==> config.mk <==
export PLATFORM = sky130hd
export DESIGN_NAME = mips_regwrite_arbiter
export DESIGN_NICKNAME = d
export VERILOG_FILES = /design/src/rtl/mips_pkg.sv /design/src/rtl/mips_rr_pick2.sv /design/src/rtl/mips_regwrite_arbiter.sv
export SDC_FILE = /design/constraint.sdc
export NUM_CORES = 1
export LEC_CHECK = 0
export CORE_UTILIZATION = 40
export CTS_BUF_LIST = sky130_fd_sc_hd__clkbuf_8
export DETAILED_ROUTE_END_ITERATION = 10
export HOLD_SLACK_MARGIN = 0.1
export PLACE_DENSITY = 0.74
export SLEW_MARGIN = 0
export SYNTH_ARGS = -nofsm -noshare
export SYNTH_HDL_FRONTEND = slang
export SYNTH_SLANG_ARGS = --single-unit
==> constraint.sdc <==
create_clock -name clk -period 7.2 [get_ports clk]
set_input_delay 0.72 -clock clk [delete_from_list [all_inputs] [get_ports clk]]
set_output_delay 0.72 -clock clk [all_outputs]
set_load 0.02 [all_outputs]
==> src/rtl/mips_pkg.sv <==
// Shared MIPS register-write types: address/data widths and the queued write entry.
package mips_pkg;

  localparam int REG_ADDR_W = 5;
  localparam int DATA_W     = 32;
  localparam int NUM_REGS   = 32;

  typedef struct packed {
    logic [REG_ADDR_W-1:0] wreg;
    logic [DATA_W-1:0]     data;
  } wr_entry_t;

  function automatic logic [NUM_REGS-1:0] reg_onehot(input logic [REG_ADDR_W-1:0] r);
    return NUM_REGS'(1) << r;
  endfunction

endpackage

==> src/rtl/mips_rr_pick2.sv <==
// Round-robin selector: up to limit_i grants for nonzero-register requests, scan starting at rr_ptr_i.
// Register-0 requests are granted whenever reached and never occupy a grant slot; purely combinational.
module mips_rr_pick2 #(
  parameter int NUM_REQ = 3,
  parameter int PW      = 2
) (
  input  logic [NUM_REQ-1:0] valid_i,
  input  logic [NUM_REQ-1:0] zero_i,
  input  logic [PW-1:0]      rr_ptr_i,
  input  logic [1:0]         limit_i,
  output logic [NUM_REQ-1:0] grant_o,
  output logic               first_vld_o,
  output logic [PW-1:0]      first_idx_o,
  output logic               second_vld_o,
  output logic [PW-1:0]      second_idx_o,
  output logic               any_o,
  output logic [PW-1:0]      next_rr_o
);

  always_comb begin
    int          pos;
    logic [PW-1:0] idx;
    logic [1:0]  nz;
    grant_o      = '0;
    first_vld_o  = 1'b0;
    first_idx_o  = '0;
    second_vld_o = 1'b0;
    second_idx_o = '0;
    any_o        = 1'b0;
    next_rr_o    = rr_ptr_i;
    nz           = 2'd0;
    pos          = 0;
    idx          = '0;
    for (int k = 0; k < NUM_REQ; k++) begin
      pos = int'(rr_ptr_i) + k;
      if (pos >= NUM_REQ) pos = pos - NUM_REQ;
      idx = PW'(pos);
      if (valid_i[idx] && (zero_i[idx] || (nz < limit_i))) begin
        grant_o[idx] = 1'b1;
        any_o        = 1'b1;
        next_rr_o    = (pos == NUM_REQ - 1) ? '0 : PW'(pos + 1);
        if (!zero_i[idx]) begin
          // First nonzero grant in scan order is the older write.
          if (nz == 2'd0) begin
            first_vld_o = 1'b1;
            first_idx_o = idx;
          end else begin
            second_vld_o = 1'b1;
            second_idx_o = idx;
          end
          nz = nz + 2'd1;
        end
      end
    end
  end

endmodule

==> src/rtl/mips_regwrite_arbiter.sv <==
// Register-file write arbiter: round-robin 2 grants/cycle into a DEPTH FIFO, drained 2/cycle to two ports, 1-cycle min latency.
// req_ready drops when the queue lacks room, on flush and on rst. MIPS_REGWR_SCOREBOARD_EN enables pending_mask.
module mips_regwrite_arbiter
  import mips_pkg::*;
#(
  parameter int NUM_REQ = 3,
  parameter int DEPTH   = 4
) (
  input  logic                           clk,
  input  logic                           rst,
  input  logic                           flush,
  input  logic [NUM_REQ-1:0]             req_valid,
  input  logic [REG_ADDR_W*NUM_REQ-1:0]  req_reg,
  input  logic [DATA_W*NUM_REQ-1:0]      req_data,
  output logic [NUM_REQ-1:0]             req_ready,
  output logic                           signal_reg_write_1,
  output logic [REG_ADDR_W-1:0]          write_reg_1,
  output logic [DATA_W-1:0]              write_data_1,
  output logic                           signal_reg_write_2,
  output logic [REG_ADDR_W-1:0]          write_reg_2,
  output logic [DATA_W-1:0]              write_data_2,
  output logic [NUM_REGS-1:0]            pending_mask,
  output logic [$clog2(DEPTH):0]         count
);

  localparam int AW = $clog2(DEPTH);
  localparam int CW = AW + 1;
  localparam int PW = (NUM_REQ > 1) ? $clog2(NUM_REQ) : 1;

  wr_entry_t           mem_q [DEPTH];
  wr_entry_t           mem_d [DEPTH];
  logic [AW-1:0]       head_q, head_d, tail_q, tail_d;
  logic [CW-1:0]       count_q, count_d;
  logic [PW-1:0]       rr_q, rr_d;

  logic [REG_ADDR_W-1:0] rreg [NUM_REQ];
  logic [DATA_W-1:0]     rdat [NUM_REQ];
  logic [NUM_REQ-1:0]    rzero;

  logic                active;
  logic [CW-1:0]       free;
  logic [1:0]          limit, pop, enq;
  logic                first_vld, second_vld, any_grant;
  logic [PW-1:0]       first_idx, second_idx, next_rr;
  logic [AW-1:0]       head_p1, tail_p1;
  logic                p1_vld, p2_vld;

  for (genvar i = 0; i < NUM_REQ; i++) begin : g_unpack
    assign rreg[i]  = req_reg[REG_ADDR_W*i +: REG_ADDR_W];
    assign rdat[i]  = req_data[DATA_W*i +: DATA_W];
    assign rzero[i] = (rreg[i] == '0);
  end

  // Room is judged on the registered count only; slots freed by this cycle's drain are not reused.
  assign active = !rst && !flush;
  assign free   = CW'(DEPTH) - count_q;
  assign limit  = !active ? 2'd0 : ((free >= CW'(2)) ? 2'd2 : free[1:0]);

  mips_rr_pick2 #(
    .NUM_REQ (NUM_REQ),
    .PW      (PW)
  ) u_pick (
    .valid_i      (req_valid & {NUM_REQ{active}}),
    .zero_i       (rzero),
    .rr_ptr_i     (rr_q),
    .limit_i      (limit),
    .grant_o      (req_ready),
    .first_vld_o  (first_vld),
    .first_idx_o  (first_idx),
    .second_vld_o (second_vld),
    .second_idx_o (second_idx),
    .any_o        (any_grant),
    .next_rr_o    (next_rr)
  );

  assign head_p1 = head_q + AW'(1);
  assign tail_p1 = tail_q + AW'(1);
  assign p1_vld  = active && (count_q >= CW'(1));
  assign p2_vld  = active && (count_q >= CW'(2));

  assign signal_reg_write_1 = p1_vld;
  assign write_reg_1        = p1_vld ? mem_q[head_q].wreg  : '0;
  assign write_data_1       = p1_vld ? mem_q[head_q].data  : '0;
  assign signal_reg_write_2 = p2_vld;
  assign write_reg_2        = p2_vld ? mem_q[head_p1].wreg : '0;
  assign write_data_2       = p2_vld ? mem_q[head_p1].data : '0;
  assign count              = count_q;

  always_comb begin
    pop = (count_q >= CW'(2)) ? 2'd2 : count_q[1:0];
    enq = {1'b0, first_vld} + {1'b0, second_vld};
    mem_d = mem_q;
    if (first_vld)  mem_d[tail_q]  = '{wreg: rreg[first_idx],  data: rdat[first_idx]};
    if (second_vld) mem_d[tail_p1] = '{wreg: rreg[second_idx], data: rdat[second_idx]};
    head_d  = head_q + AW'(pop);
    tail_d  = tail_q + AW'(enq);
    count_d = count_q - CW'(pop) + CW'(enq);
    if (flush) begin
      head_d  = '0;
      tail_d  = '0;
      count_d = '0;
    end
    rr_d = any_grant ? next_rr : rr_q;
  end

  always_ff @(posedge clk) begin
    if (rst) begin
      head_q  <= '0;
      tail_q  <= '0;
      count_q <= '0;
      rr_q    <= '0;
    end else begin
      head_q  <= head_d;
      tail_q  <= tail_d;
      count_q <= count_d;
      rr_q    <= rr_d;
    end
  end

  always_ff @(posedge clk) begin
    mem_q <= mem_d;
  end

`ifdef MIPS_REGWR_SCOREBOARD_EN
  logic [NUM_REGS-1:0] pend_q, pend_d;

  // Mask reflects the queue contents as they will stand after this edge.
  always_comb begin
    logic [AW-1:0] off;
    pend_d = '0;
    off    = '0;
    for (int i = 0; i < DEPTH; i++) begin
      off = AW'(i) - head_d;
      if ({1'b0, off} < count_d) pend_d = pend_d | reg_onehot(mem_d[AW'(i)].wreg);
    end
  end

  always_ff @(posedge clk) begin
    if (rst) pend_q <= '0;
    else     pend_q <= pend_d;
  end

  assign pending_mask = pend_q;
`else
  assign pending_mask = '0;
`endif

endmodule
## After elaboration in Yosys (flattened, before gate mapping)

Index checks and enable logic that the tools add are counted.

- Register bits: 157
- Latch bits: 0
- Bits in writable memories: 0
- Bits in read-only memories: 0
- Memories kept: 0

- Add/subtract/negate cells: 17
- Multiply operators: 0
- Divide/modulo/power cells: 0
- Magnitude comparators: 23
- Equal/unequal tests: 3
- Shift-type cells: 0
- Multiplexer cells: 98
- Bitwise logic cells: 9
- Reduce and logical (&&, ||, !) cells: 24

Operators with widths:

| operator | number |
|---|---|
| 148-bit bitwise mux | 2 |
| 148-bit 2-to-1 mux | 2 |
| 32-bit 2-to-1 mux | 9 |
| 37-bit 2-to-1 mux | 6 |
| 37-bit binary-select mux with 2-bit select | 2 |
| 37-bit demux with 2-bit select | 2 |
| 32-bit binary-select mux with 2-bit select | 2 |
| 32-bit by 3-bit == test with 1-bit output (second input constant) | 3 |
| 32-bit by 3-bit greater-or-equal comparator with 1-bit output (second input constant) | 2 |
| 32-bit by 3-bit subtractor with 32-bit output (second input constant) | 2 |
| 2-bit 2-to-1 mux | 26 |
| 5-bit 2-to-1 mux | 6 |
| 1-bit 2-to-1 mux | 27 |
| 5-bit binary-select mux with 2-bit select | 2 |
| 3-bit greater-or-equal comparator (second input constant) | 6 |
| 2-bit inverter with 3-bit output | 6 |
| 5-bit logical NOT | 3 |
| 1-bit binary-select mux with 2-bit select | 6 |
| 1-bit logical AND | 11 |
| 2-bit by 3-bit less-than comparator with 1-bit output (second input constant) | 3 |
| 3-bit 2-to-1 mux | 3 |
| 2-bit by 1-bit adder with 2-bit output (second input constant) | 3 |
| 2-bit adder (second input constant) | 3 |
| 1-bit demux with 2-bit select | 3 |
| 23 further kinds | 34 |

## Logic depth before layout (Yosys ltp)

Gate-level depths: netlist of the first run.

- Depth after elaboration: 24
- Depth in mapped cells: 25
- Gate-level depth less buffers: 23

## By module

A second synthesis of the first run with hierarchy kept.

- Cell total of the unflattened synthesis: 1,234
- Area, all modules: 11,860.1 um^2

By module, submodules not included:

| module | instances | cells an instance | area each (um^2) | seq. area each (um^2) |
|---|---|---|---|---|
| mips_regwrite_arbiter | 1 | 1,130 | 11,055.6 | 3,143.0 |
| mips_rr_pick2 | 1 | 104 | 804.5 | 0.0 |

## Worst setup path after synthesis of the first run

Ideal clock, no wire load.

- Path type: in2reg
- Start point: input flush
- End point: register count_q[2] (netlist: count[2])
- Arrival: 5,243 ps
- Data required time: 7,085 ps
- Setup slack: 1,841 ps
- Stages on the path: 24
- Cell sequence: or2_1 -> buf_2 -> a221o_1 -> or4_1 -> buf_6 -> inv_6 -> ha_1 -> nand3_1 -> a31oi_1 -> ha_1 -> o21ai_0 -> nor4_1 -> nand2_1 -> a41oi_2 -> buf_6 -> inv_2 -> ha_1 -> xnor2_1 -> ha_1 -> inv_1 -> fa_1 -> xor2_1 -> xnor2_1 -> nor2_1

- Word-level cells in the longest chain between the ends: 17
- Elaborated cells between the ends (all ways): 41
- Those cells by class: 3 x add/sub; 3 x order compare; 23 x mux; 1 x bitwise; 11 x reduce/logical

Ends and longest elaborated chain:

| element | RTL line | source |
|---|---|---|
| start: declaration | mips_regwrite_arbiter.sv:11 | `input logic flush,` |
| 1-bit logical NOT | mips_regwrite_arbiter.sv:55 | `assign active = !rst && !flush;` |
| 1-bit logical AND | mips_regwrite_arbiter.sv:55 |  |
| 3-bit bitwise AND / 2-bit 2-to-1 mux (equally long branches) | mips_regwrite_arbiter.sv:63, mips_regwrite_arbiter.sv:57 |  |
| 1-bit binary-select mux with 2-bit select / 1-bit by 2-bit less-than comparator with 1-bit output (equally long branches) | mips_rr_pick2.sv:38 | `if (valid_i[idx] && (zero_i[idx] \|\| (nz < limit_i))) begin` |
| 1-bit 2-to-1 mux (implied by the code) / 1-bit logical OR (equally long branches) | mips_rr_pick2.sv:38 |  |
| 1-bit logical AND | mips_rr_pick2.sv:38 |  |
| 2-bit 2-to-1 mux | mips_rr_pick2.sv:38 |  |
| 2-bit less-than comparator | mips_rr_pick2.sv:38 |  |
| 1-bit logical OR | mips_rr_pick2.sv:38 |  |
| 1-bit logical AND | mips_rr_pick2.sv:38 |  |
| 2-bit 2-to-1 mux | mips_rr_pick2.sv:38 |  |
| 2-bit less-than comparator / 2-bit logical NOT (equally long branches) | mips_rr_pick2.sv:38, mips_rr_pick2.sv:44 |  |
| 1-bit logical OR / 1-bit 2-to-1 mux (equally long branches) | mips_rr_pick2.sv:38, mips_rr_pick2.sv:44 |  |
| 1-bit logical AND / 1-bit 2-to-1 mux (equally long branches) | mips_rr_pick2.sv:38, mips_rr_pick2.sv:42 |  |
| 1-bit 2-to-1 mux | mips_rr_pick2.sv:38 |  |
| 1-bit by 1-bit adder with 2-bit output | mips_regwrite_arbiter.sv:91 | `enq = {1'b0, first_vld} + {1'b0, second_vld};` |
| 3-bit by 2-bit adder with 3-bit output | mips_regwrite_arbiter.sv:97 | `count_d = count_q - CW'(pop) + CW'(enq);` |
| end signal: assignment | mips_regwrite_arbiter.sv:115 | `count_q <= count_d;` |
| end: declaration | mips_regwrite_arbiter.sv:33 | `logic [CW-1:0] count_q, count_d;` |

Parallel ways exist; a longest one is shown, timed or not. The select of a mux whose other input is x is not followed.
A chain may end at the register's enable or synchronous reset.

## Worst setup path in the final report of the first run

- Start point: register rr_q[0]
- End point: output req_ready[1]

- Word-level cells in the longest chain between the ends: 15
- Elaborated cells between the ends (all ways): 56
- Those cells by class: 6 x add/sub; 11 x order compare; 28 x mux; 2 x bitwise; 9 x reduce/logical

Ends and longest elaborated chain:

| element | RTL line | source |
|---|---|---|
| start: declaration | mips_regwrite_arbiter.sv:34 | `logic [PW-1:0] rr_q, rr_d;` |
| start signal: assignment | mips_regwrite_arbiter.sv:116 | `rr_q <= rr_d;` |
| branches (longest 14 deep; another with 32-bit by 3-bit subtractor with 32-bit output) | n/a |  |
| 3-bit 2-to-1 mux (*) | mips_rr_pick2.sv:38 |  |
| end: declaration | mips_regwrite_arbiter.sv:15 | `output logic [NUM_REQ-1:0] req_ready,` |

Every way passes the cells marked *. The select of a mux whose other input is x is not followed.

==> key figures, run 1 <==
Pwr
  – PnR Total Power: 4200 uW
  – Max VDD drop: 0.118 mV
  – Sw power: 1640 uW
  – Pwr/cell area: 282 nW/um^2
  – Internal power: 2560 uW
  – Comb pwr share: 0.466
  – Switch share: 0.391
  – Clock power share: 0.169
  – Sequential Power Share: 0.365
  – Leak: 0.00519 uW

Worst hold path
  – Tightest Hold Check Type: reg2reg
  – Min-delay src: mem_q[44]$_DFF_P_
  – Hold path endpoint: mem_q[44]$_DFF_P_
  – Worst hold path depth: 2

Setup path
  – Crit path cell chain: inv_1, ha_1, a21oi_1, a221o_1, or4_1, inv_6, ha_1, nand3_1, a31oi_1, ha_1, o21ai_0, nor4_1, a221oi_1, o211a_1, a222oi_1, inv_1, clkdlybuf4s50_1
  – Slowest CP cell: or4_1
  – R2r endpoint: mem_q[144]$_DFF_P_
  – R2r startpoint: rr_q[0]$_SDFFE_PP0P_
  – CP Capture Type: output port
  – Critical Path Fanout Max: 15
  – CP Class: reg2out
  – Reg-to-reg setup timing slack: 1.28 ns
  – Worst Path Arrival: 5.48 ns
  – Max incr delay on CP: 0.74 ns
  – Critical Path RT: 6.48 ns
  – R2R depth: 18
  – Worst setup SP type: flip-flop
  – Crit-path most repeated cell: ha_1

Floorplan
  – Rows: 64
  – Die footprint: ~32000 um^2
  – Ports: 231
  – Initial core utilization: 0.408
  – Core Area: 30700 um^2
  – DIE HEIGHT: 179 um
  – Die W: 179 um

Synth
  – Synthesized area: about 13000 um^2
  – Synth unique cells: 83
  – Part of the Yosys area used for sequential elements: 0.251
  – Avg Inst Size Synth: 8.94 um^2
  – Synthesis Warnings: 0
  – Register bit total from synthesis: 157
  – Asr flop ratio synth: 0
  – Mapped Cells: 1400
  – Post-synth EDFFs: 0
  – Top FF cell, synth: dfxtp_1

Route
  – Drt wl/cell: ~23 um
  – Post-Route WL: between 40 and 50 mm
  – Vias: 12300
  – Vias per inst: 6.40
  – ANT nets after route: 0
  – Starting DRT DRC Count: 1248
  – DR pass1 iterations: 5
  – DRC viols: 0

Global routing
  – First-pass GRT wire length: approximately 66 mm
  – All-Layer GR Usage: 0.268
  – Initial antenna violation count: 0
  – Largest net degree at the start of global routing: 47
  – Grt ovf: 0
  – Number of global-route vias before repair: 12000

Final layout
  – Highest-count cells in the layout ignoring fill and taps: 198 x clkdlybuf4s50_1, 192 x nor2_1, 159 x o22ai_1, 155 x dfxtp_1, 77 x nor3_1
  – Area grow syn2layout: 19.2%
  – Commonest non-fill, non-tap cell in the layout: clkdlybuf4s50_1
  – Final nets: roughly 1600
  – Fraction of layout cells with a size suffix above 1: 0.178

Timing
  – Clock skew: 0.0193 ns
  – Fin Setup TNS: 0 ns
  – Final setup violation count: 0
  – Final hold viol count: 0
  – RSZ-0062 raised after global routing: no
  – Max_slew headroom: 0.301
  – Setup WS post-layout: 0.996 ns
  – Peak Freq: 161 MHz
  – Worst-margin pin slew: roughly 1.0 ns
  – Part of the cycle the worst path needs: 0.862
  – Pins Over Slew Limit: 0
  – Final worst path period need: roughly 6.2 ns

Clock network
  – CTS max path bufs: 2
  – TritonCTS clock tree: yes
  – Post-CTS resize count: 0
  – Post-CTS Hold Buffers: 0
  – CTS sink cnt: between 150 and 200
  – Worst skew pair latency: 0.49 ns
  – Max H-tree Level: 4
  – CTS Root Buffer Type: clkbuf_8
  – CTS clock-pin slew for the worst setup and hold paths: ~0.11 ns
  – Inserted Clock Buffers: 17
  – Setup Buffers After CTS: 0

Outcome
  – Status: finished, final reports clean

Placed design
  – Pre-CTS setup slack: 0.954 ns
  – Gpl congestion: 0.864
  – Buffers on Ports: 198
  – DP HPWL: 28.2 mm

Flow run
  – Max-cap violations: 0
[power by group through the flow]
| stage | logic [uW] | registers, uW | clock network (uW) |
|---|---|---|---|
| after CTS | 1940 | 1520 | 710 |
| after global routing | 2100 | 1580 | 749 |
| after floorplan | 1510 | 1410 | 0 |
| after detailed placement | 1930 | 1540 | 0 |
| after global placement | 1890 | 1510 | 0 |
| final | 1960 | 1530 | 710 |
[cell usage after synthesis (3+ instances only)]
master | n | area, um^2
buf_1 | 9 | 33.8
nand3_1 | 6 | 30.0
and2_1 | 55 | 344
o21ai_0 | 6 | 30.0
or3_1 | 8 | 50.1
inv_1 | 13 | 48.8
ha_1 | 15 | 188
buf_2 | 42 | 210
clkbuf_1 | 71 | 267
nor3_1 | 77 | 385
mux2i_1 | 34 | 340
nand2_2 | 3 | 18.8
buf_4 | 41 | 308
dfxtp_1 | 157 | 3140
o211a_1 | 16 | 160
a21oi_1 | 23 | 115
mux2_4 | 17 | 255
o2bb2ai_1 | 41 | 359
buf_6 | 15 | 169
and4bb_1 | 8 | 100
nor2_1 | 193 | 724
nand2b_1 | 4 | 25.0
nor4_1 | 26 | 163
xnor2_1 | 7 | 61.3
nor2b_1 | 41 | 257
nor3_2 | 24 | 240
or2_2 | 3 | 18.8
mux4_2 | 74 | 1670
a31oi_1 | 5 | 31.3
mux2_2 | 28 | 315
o22ai_2 | 22 | 275
nor4bb_1 | 6 | 60.1
nand4_4 | 3 | 63.8
o22ai_1 | 159 | 995
o32ai_1 | 16 | 140
nand2_1 | 71 | 267
[worst max-delay path, delay by kind of cell, from the launching register on]
family | cells | cell delay, ns
DFF | 1 | 0.34
AOI/OAI and AO/OA | 7 | 1.69
and+or+nand+nor | 3 | 1.10
adders and majority gates | 3 | 1.01
buffers and inverters | 4 | 0.87
[cells by family after synthesis]
kind of cell,Yosys count,share of synthesized area
flops,157,0.251
xor+xnor,9,0.00630
simple gates,544,0.232
fa+ha+maj,16,0.0166
mux,155,0.209
other cells,1,0.000300
compound gates,325,0.201
buf+inv,193,0.0838
[through the flow]
step,hold WS [ns],instance area (um^2),std cells,utilization
after detailed placement,0.501,14500,1886,0.472
after global placement,0.492,14500,1886,0.472
after CTS,0.515,14900,1918,0.486
final,0.514,14900,1919,0.486
after floorplan,0.483,12600,1431,-
after global routing,0.532,14900,1918,0.486
[area by class of cell]
class                   instances  area [um^2]
clock buffers                  17          234
clock inverters                15          193
repair buffers                237         2310
well taps                     396          495
diodes                          1         2.50
multi-input cells            1081         8470
fillers                      2833        15800
flip-flops and latches        157         3150
inverters                      15         61.3
[registers in the layout, indices dropped and copies added, names as in the netlist]
name,flops
tail_q,2
count,3
mem_q,148
head_q,2
rr_q,2
[how the worst max path moves through the flow]
stage	startpoint	end	cells past startpoint
after detailed placement	rst	mem_q[141]$_DFF_P_	17
after global routing	rr_q[0]$_SDFFE_PP0P_	req_ready[1]	17
after CTS	rr_q[0]$_SDFFE_PP0P_	req_ready[1]	17
after global placement	rst	mem_q[141]$_DFF_P_	17
final	rr_q[0]$_SDFFE_PP0P_	req_ready[1]	17
after floorplan	flush	count[2]$_SDFF_PP0_	24
[layer usage]
metal / vias up / routed length, um / track usage
li1: 5456 / - / -
met1: 5919 / 16900 / 0.340
met2: 754 / 20800 / 0.441
met3: 146 / 4040 / 0.0384
met4: 0 / 1700 / 0.135
met5: - / 0 / 0
Note: power is estimated with default switching activity, not from simulation.
==> run 2: changes to the inputs <==
--- a/config.mk
+++ b/config.mk
@@ -7,8 +7,10 @@
 export LEC_CHECK = 0
 export CORE_UTILIZATION = 40
 export CTS_BUF_LIST = sky130_fd_sc_hd__clkbuf_8
+export CTS_CLUSTER_DIAMETER = 40
 export DETAILED_ROUTE_END_ITERATION = 10
 export HOLD_SLACK_MARGIN = 0.1
+export MAX_ROUTING_LAYER = met4
 export PLACE_DENSITY = 0.74
 export SLEW_MARGIN = 0
 export SYNTH_ARGS = -nofsm -noshare
==> key figures, run 2 (synthesized netlist as in run 1, its figures left out) <==
Outcome
  – Status: finished, final reports clean

Clock network
  – Post-CTS resize count: 0 (unchanged)
  – TritonCTS clock tree: yes
  – Worst skew pair latency: 0.48 ns (about the same)
  – Inserted Clock Buffers: 17 (unchanged)
  – Post-CTS Hold Buffers: 0 (unchanged)
  – CTS max path bufs: 2 (unchanged)
  – CTS sink cnt: 157 (unchanged)
  – Setup Buffers After CTS: 0 (unchanged)
  – CTS Root Buffer Type: clkbuf_8
  – CTS clock-pin slew for the worst setup and hold paths: 0.11 ns (about the same)
  – Max H-tree Level: 4 (unchanged)

Route
  – Vias: 12200 (-0.39%)
  – Starting DRT DRC Count: 1218 (-2.4%)
  – DRC viols: 0 (unchanged)
  – DR pass1 iterations: 7 (+2)
  – Drt wl/cell: 22.7 um (+0.14%)
  – ANT nets after route: 0 (unchanged)
  – Post-Route WL: 43.5 mm (+0.14%)
  – Vias per inst: 6.37 (-0.39%)

Setup path
  – Slowest CP cell: or4_1
  – Cell family with most CP delay: compound AO/OA/AOI/OAI gates
  – Worst Path Arrival: 5.48 ns (about the same)
  – Critical Path Fanout Max: 15 (unchanged)
  – Max incr delay on CP: 0.74 ns (about the same)
  – CP Capture Type: output port
  – Critical Path RT: 6.48 ns (about the same)
  – Crit path cell chain: inv_1, ha_1, a21oi_1, a221o_1, or4_1, inv_6, ha_1, nand3_1, a31oi_1, ha_1, o21ai_0, nor4_1, a221oi_1, o211a_1, a222oi_1, inv_1, clkdlybuf4s50_1
  – Worst setup SP type: flip-flop
  – R2r startpoint: rr_q[0]$_SDFFE_PP0P_
  – Reg-to-reg setup timing slack: 1.28 ns (about the same)
  – CP Class: reg2out
  – Setup crit start: rr_q[0]$_SDFFE_PP0P_
  – Crit-path most repeated cell: ha_1
  – Critical path buffers and inverters: 4 (unchanged)

Global routing
  – Grt ovf: 0 (unchanged)
  – First-pass GRT wire length: 66.4 mm (about the same)
  – Initial antenna violation count: 0 (unchanged)
  – Largest net degree at the start of global routing: 47 (unchanged)
  – Number of global-route vias before repair: 12000 (+0.017%)
  – All-Layer GR Usage: 0.276 (+0.00784)

Floorplan
  – Core Area: 30700 um^2 (unchanged)
  – Die W: 179 um (unchanged)
  – Die footprint: 32000 um^2 (unchanged)
  – Rows: 64 (unchanged)
  – Ports: 231 (unchanged)
  – Initial core utilization: 0.408 (unchanged)
  – DIE HEIGHT: 179 um (unchanged)

Final layout
  – Sequential standard cell area: 3150 um^2 (unchanged)
  – Fillers: 2833 (unchanged)
  – Register bank with the most flops: mem_q
  – Highest-count cells in the layout ignoring fill and taps: 198 x clkdlybuf4s50_1, 192 x nor2_1, 159 x o22ai_1, 155 x dfxtp_1, 77 x nor3_1
  – Fin area: 14900 um^2 (unchanged)
  – Final core utilization: 0.486 (unchanged)
  – Fraction of layout cells with a size suffix above 1: 0.178 (unchanged)
  – Area grow syn2layout: 19.2% (unchanged)
  – Area of the multi-input gates: 8470 um^2 (unchanged)
  – Commonest non-fill, non-tap cell in the layout: clkdlybuf4s50_1
  – Final nets: 1642 (unchanged)
  – Max FFs per register: 148 (unchanged)

Worst hold path
  – Tightest Hold Check Type: reg2reg
  – Min-delay src: mem_q[44]$_DFF_P_

Timing
  – Final hold slack: 0.515 ns (+0.00141 ns)
  – Max_slew headroom: 0.307 (+0.00556)
  – Final setup violation count: 0 (unchanged)
  – Clock skew: 0.0157 ns (-0.00352 ns)
  – Peak Freq: 161 MHz (about the same)
  – Part of the cycle the worst path needs: 0.861 (about the same)
  – Final hold viol count: 0 (unchanged)
  – Pins Over Slew Limit: 0 (unchanged)
  – Worst-margin pin slew: 1.04 ns (-0.00832 ns)
  – RSZ-0062 raised after global routing: no
  – Fin Setup TNS: 0 ns (unchanged)
  – Setup WS post-layout: 1.00 ns (+0.00473 ns)
  – Final worst path period need: 6.20 ns (-0.00473 ns)

Placed design
  – Gpl congestion: 0.878 (+1.6%)
  – Buffers on Ports: 198 (unchanged)
  – Pre-CTS setup slack: 0.954 ns (unchanged)
  – DP HPWL: 28.2 mm (unchanged)
  – Post-placement cell area: 14500 um^2 (unchanged)

Pwr
  – Max VDD drop: 0.118 mV (+0.23%)
  – Pwr/cell area: 282 nW/um^2 (about the same)
  – Leak: 0.00519 uW (unchanged)

Flow run
  – Max-cap violations: 0 (unchanged)
-- run 2: cell counts in the layout (fill, tap and decap cells not counted) --
No cell type changed its count.
-- run 2: final timing paths --
check | endpoint | cells past startpoint
max | req_ready[1] | 17
min | mem_q[44]$_DFF_P_ | 2
max reg2reg | mem_q[144]$_DFF_P_ | 18
min reg2reg | mem_q[44]$_DFF_P_ | 2
-- run 2: area by class of cell --
cell class / count / area share
Antenna cell: 1 / 0.000168
Clock buffer: 17 / 0.0157
Clock inverter: 15 / 0.0129
Inverter: 15 / 0.00411
Multi-Input combinational cell: 1081 / 0.568
Sequential cell: 157 / 0.211
Tap cell: 396 / 0.0332
Timing Repair Buffer: 237 / 0.155
-- run 2: power by group --
part	internal (uW)	leakage, uW	switching [uW]	total [uW]
registers	1230	0.00131	306	1530
clock network	270	0.000208	444	714
logic	1060	0.00366	896	1960
total	2560	0.00519	1650	4200
-- run 2: metrics by stage --
stage,power (uW),std cells
finish,4200,1919
detailed placement,3470,1886
CTS,4170,1918
global placement,3400,1886
global route,4430,1918
floorplan,2920,1431
-- run 2: routing by layer --
metal,routed length (um),GRT usage,share of wire,vias up
li1,-,-,-,5453
met1,17000,0.341,0.39,5881
met2,20900,0.441,0.48,763
met3,4060,0.0367,0.093,130
met4,1560,0.136,0.036,0
met5,0,-,0,-
-- run 2: tightest hold or removal path: stages, from the launching register on --
cell and delay, ns:
dfxtp_1 0.33, nor2_1 0.10, nor3_1 0.05
==> run 3: changes to the inputs <==
--- a/config.mk
+++ b/config.mk
@@ -9,7 +9,6 @@
 export CTS_BUF_LIST = sky130_fd_sc_hd__clkbuf_8
 export CTS_CLUSTER_DIAMETER = 40
 export DETAILED_ROUTE_END_ITERATION = 10
-export HOLD_SLACK_MARGIN = 0.1
 export MAX_ROUTING_LAYER = met4
 export PLACE_DENSITY = 0.74
 export SLEW_MARGIN = 0
==> results of run 3 <==
No change in the layout: final DEF, timing and power equal those of run 2.
